[config.mk]
export PLATFORM = sky130hd
export DESIGN_NAME = circular_left_shift_seq
export DESIGN_NICKNAME = d
export VERILOG_FILES = /design/src/rtl/circular_left_shift_seq.sv
export SDC_FILE = /design/constraint.sdc
export NUM_CORES = 1
export LEC_CHECK = 0
export CORE_AREA = 2 2 39 41
export CTS_BUF_LIST = sky130_fd_sc_hd__clkbuf_8
export CTS_CLUSTER_DIAMETER = 200
export DETAILED_ROUTE_END_ITERATION = 8
export DIE_AREA = 0 0 41 43
export GPL_TIMING_DRIVEN = 0
export PLACE_DENSITY = 0.67
export SLEW_MARGIN = 25
export SYNTH_ARGS = -nofsm -noshare
export SYNTH_HDL_FRONTEND = slang
export SYNTH_SLANG_ARGS = --single-unit
export TNS_END_PERCENT = 100
[constraint.sdc]
create_clock -name clk -period 1.4 [get_ports clk]
set_clock_uncertainty 0.1 [all_clocks]
set_input_delay 0.14 -clock clk [delete_from_list [all_inputs] [get_ports clk]]
set_output_delay 0.14 -clock clk [all_outputs]
set_load 0.01 [all_outputs]
[src/rtl/circular_left_shift_seq.sv]
// Sequential rotate-left of one operand by k with valid/ready handshake; 1-operand deep.
// Latency k+1 cycles (iterative) or 1 cycle with CIRC_LEFT_SHIFT_FAST_EN defined; result holds in DONE until out_ready.
module circular_left_shift_seq #(
  parameter int WIDTH = 4,
  parameter int KW    = 2
) (
  input  logic             clk,
  input  logic             rst_n,
  input  logic             in_valid,
  output logic             in_ready,
  input  logic [WIDTH-1:0] in,
  input  logic [KW-1:0]    k,
  output logic             out_valid,
  input  logic             out_ready,
  output logic [WIDTH-1:0] out,
  output logic             busy
);

  localparam logic [1:0] IDLE  = 2'd0;
  localparam logic [1:0] SHIFT = 2'd1;
  localparam logic [1:0] DONE  = 2'd2;

  logic [1:0]       state;
  logic [WIDTH-1:0] data;
  logic [KW-1:0]    cnt;

`ifdef CIRC_LEFT_SHIFT_FAST_EN
  // Repeated single-step rotation lets k >= WIDTH wrap exactly as the iterative build does.
  function automatic logic [WIDTH-1:0] rotl(input logic [WIDTH-1:0] v, input logic [KW-1:0] amt);
    logic [WIDTH-1:0] r;
    r = v;
    for (int i = 0; i < (1 << KW); i++) begin
      if (i < int'(amt)) r = {r[WIDTH-2:0], r[WIDTH-1]};
    end
    return r;
  endfunction
`endif

  always_ff @(posedge clk or negedge rst_n) begin
    if (!rst_n) begin
      state <= IDLE;
      data  <= '0;
      cnt   <= '0;
    end else begin
      case (state)
        IDLE: begin
          if (in_valid) begin
`ifdef CIRC_LEFT_SHIFT_FAST_EN
            data  <= rotl(in, k);
            cnt   <= '0;
            state <= DONE;
`else
            data  <= in;
            cnt   <= k;
            state <= (k == '0) ? DONE : SHIFT;
`endif
          end
        end
        SHIFT: begin
          data <= {data[WIDTH-2:0], data[WIDTH-1]};
          cnt  <= cnt - 1'b1;
          if (cnt == KW'(1)) state <= DONE;
        end
        DONE: begin
          if (out_ready) state <= IDLE;
        end
        default: state <= IDLE;
      endcase
    end
  end

  assign in_ready  = (state == IDLE);
  assign out_valid = (state == DONE);
  assign busy      = (state != IDLE);
  assign out       = data;

endmodule
# Word level (Yosys, flattened, before mapping)
# Cells that the tools add are included.
# totals
out_inout_bits	7
ff_bits	8
latch_bits	0
rom_bits	0
ramBits	0
memories	0
# classes
div_mod_pow	0
n_mux	9
order_cmp	0
add_sub_neg	1
eq_ne	6
shift	0
reduce_logical	6
bitwise_logic	0
n_mul	0
# op_table
operator	count
$mux 2	5
$pmux 4 s2	1
$pmux 2 s3	1
$eq 2x1->1 const B	2
$logic_not 2->1	2
$mux 4	1
$ne 2x2->1 const B	2
$pmux 2 s2	1
$reduce_bool 2->1	2
$reduce_and 3->1	1
$eq 2x2->1 const B	1
$ne 2x1->1 const B	1
$reduce_and 2->1	1
$sub 2x1->2 const B	1

# Logic depth before layout (Yosys ltp)
# depth
ltp_word	4
depth_mapped	4
mapped_depth_nobuf	4

# Least setup slack after synthesis
# OpenSTA, ideal clock, no wires.
# synth_timing
kind	register -> register
start	register state[0]
end	register state[0]
path_stages_with_launch	4
arrival_time_ns	0.973
path_slack_ns	0.255
required_time_ns	1.228
path_cell_list	dfrtp_1 > inv_1 > mux2_2 > nor2_1
# synth_via
elab_chain_len	3
word_cells_on_any_way	8
# synth_lines
item	line_no	rtl
start: declaration	23	logic [1:0] state;
start signal: assignment	55	state <= (k == '0) ? DONE : SHIFT;
$eq 2x1->1, or another cell as far along	45	case (state)
$ne 2x2->1 (no source line) or $ne 2x1->1 (tied branches)	n/a	
$reduce_and 3->1 (no source line)	n/a	
# Several ways; a longest one is shown, not always the timed one.
# A chain may end at the register's enable or synchronous reset.

# Worst setup path after layout
# layout_timing
start	input port in_valid
end	register state[1]
# layout_via
elab_chain_len	2
# layout_lines
item	line_no	rtl
start: declaration	9	input logic in_valid,
$ne 2x2->1 (no source line)	n/a	
$reduce_and 3->1 (no source line)	n/a	
# Every way passes these cells.

==> impl_results.md <==
- Rows: 14
- Finish-stage setup viols: 0
- Placer Congestion: 0.715
- Vias in the first global route: 391
- Area delta synth->final: 54.9%
- Status: finished, final reports clean
- Initial antenna violation count: 0
- Total track usage: 15.8%
- First-pass GRT wire length: 1770 um
- Commonest non-fill, non-tap cell in the layout: o22ai_1
- H-tree levels: 1
- Die W: 41 um
- Measured slew at the worst slew-check pin: 398 ps
- Post-route setup slack: 78.6 ps
- CP cell instances: clkdlybuf4s50_1 -> nand2b_4 -> o32a_1 -> o21ai_2
- Register area share after synthesis: 49.1%
- Tmin final: 1320 ps
- GR Util met2: 21.3%
- Multi-input gate area: 195 um2
- Cell Area, Placed: 588 um2
- Inserted Diodes: 0
- Top cells by area, synth: dfrtp_1 (49%), o22ai_1 (17%), a21oi_1 (7.4%)
- Die height: 43 um
- Synth area leader: dfrtp_1
- Final core occ: 45.7%
- Pre-Repair DR Iteration Count: 4
- Reg2reg start: state[0]$_DFFE_PN0P_
- CTS tree: yes
- Leakage: 0.263 nW
- Dpl ws: -161 ps
- Synthesized flop and latch total: 8
- Final Instance Area: 632 um2
- Cell area after synthesis: 408 um2
- Register Area: 203 um2
- Hold_buf cts: 0
- Total gr overflow: 0
- Share of cells above drive strength 1: 18.3%
- Setup crit end kind: register
- M1 GR Usage: 21.1%
- Hold Vio Cnt, Final: 0
- Post CTS Setup Buffer Count: 0
- Post-DR vias/cell: 5.49
- VDD IR max: 0.000712 V
- DIE AREA: 1760 um2
- RSZ-0062 raised after global routing: false
- Worst hold path type: primary input to async pin
- Slew Viols, Final: 0
- Core Area: 1380 um2
- Initial Utilization: 29.5%
- Max-slew headroom: 73.4%
- Num CTS Buffers: 3
- Synth Area per Inst: 9.95 um2
- DR vias: 417
- Met3 Use GR: 3.14%
- Crit path kind: primary input to register
- Routed WL per cell: 14.6 um
- Final WL: 1110 um
- Top-area cell type share of the netlist area: 49.1%
- Nets@finish: 73
- Cell area power density: 2150 nW/um2
- IO Pins: 17
- Fill cell count: 146
- Pwr Total: 1.36 mW
- Final ANT Viol Nets: 0
- Max FO, Critical Path: 8
- Tcrit/Tclk final: 94.4%
- Crit start category: primary input
- Synth cell types: 15
- WP data arrival: 1380 ps
- Busiest grt layer: met2
- Max-cap violations: 0
- Yosys warnings: 0
- Sink Count: 8
- DR iter-0 viols: 14
- Worst setup path start: in_valid
- Commonest non-fill, non-tap cells in the layout: o22ai_1 (11), clkdlybuf4s50_1 (9), a21oi_1 (6), dfrtp_1 (6), dlygate4sd2_1 (4)
- Fmax: 757 MHz
- Root buffer cell: clkbuf_8
- Critical path required time: 1460 ps
- Post-synthesis instance total: 41
- IO Port Bufs: 16
- Clock slew at reported path FFs: 40 ps
- Syn_nets: 52
- Max stage delay cell, worst path: clkdlybuf4s50_1
- Worst-Skew Late Latency: 230 ps
- Residual DRC count: 0
- Worst path max stage delay: 680 ps
- Largest net degree at the start of global routing: 10
- Clk buf depth: 2
==> cells in the mapped netlist (all sizes together) <==
cell type	instances
o32a	1
nor2	3
clkinv	1
mux2	1
a21oi	6
nand2b	2
mux2i	1
o22ai	11
ha	1
dfrtp	8
inv	3
nand3	1
o21ai	2
==> where the power goes <==
part | total (mW) | switching, mW | internal (mW)
registers | 0.470 | 0.123 | 0.347
logic | 0.603 | 0.302 | 0.301
clock network | 0.285 | 0.0984 | 0.187
total | 1.36 | 0.523 | 0.834
==> routing by layer <==
metal / part of all wire [%] / vias up
met2: 50 / 17
met5: 0 / -
met3: 5.1 / 3
met4: 2.2 / 0
met1: 42 / 197
li1: - / 200
==> state kept, by name, indices dropped and copies added (netlist names) <==
signal / cells
out: 4
state: 2
cnt: 2
==> cell families after synthesis <==
| family | after synthesis | share of synthesized area [%] |
|---|---|---|
| AOI/OAI and AO/OA | 20 | 30.1 |
| adders and majority gates | 1 | 3.07 |
| buffers and inverters | 4 | 3.68 |
| DFF | 8 | 49.1 |
| muxes | 2 | 5.21 |
| and+or+nand+nor | 6 | 8.89 |
==> timing repair <==
item / CTS / global route
pin swaps: 0 / 1
setup endpoints to repair: 6 / 3
resized for setup: 10 / 5
==> worst max-delay path: cells and delay by family <==
family,cells,cell delay [ps]
buf+inv,1,680
compound gates,2,430
simple gates,1,130
==> cell type report <==
class / count / area share [%]
timing repair buffer: 16 / 24.2
sequential: 8 / 32.1
multi-input combinational: 29 / 30.9
tap: 16 / 3.17
clock buffer: 3 / 6.53
inverter: 4 / 3.17
==> path summary, 6_finish.rpt <==
| check | to | slack, ps | cells after the start |
|---|---|---|---|
| min reg2reg | state[0]$_DFFE_PN0P_ | 410 | 1 |
| min | out[1]$_DFFE_PN0P_ | 100 | 1 |
| max | state[1]$_DFFE_PN0P_ | 80 | 4 |
| min in group clk | state[0]$_DFFE_PN0P_ | 410 | 1 |
| max in group asynchronous | state[1]$_DFFE_PN0P_ | 790 | 1 |
| max reg2reg | state[0]$_DFFE_PN0P_ | 130 | 3 |
==> per-stage QoR <==
stage | TNS, ps | hold slack (ps) | std cells
floorplan | 0 | -256 | 41
global placement | -439 | 352 | 73
detailed placement | -558 | 360 | 73
CTS | 0 | 115 | 76
global route | 0 | 132 | 76
finish | 0 | 103 | 76
Power figures use the tool's default switching activity.
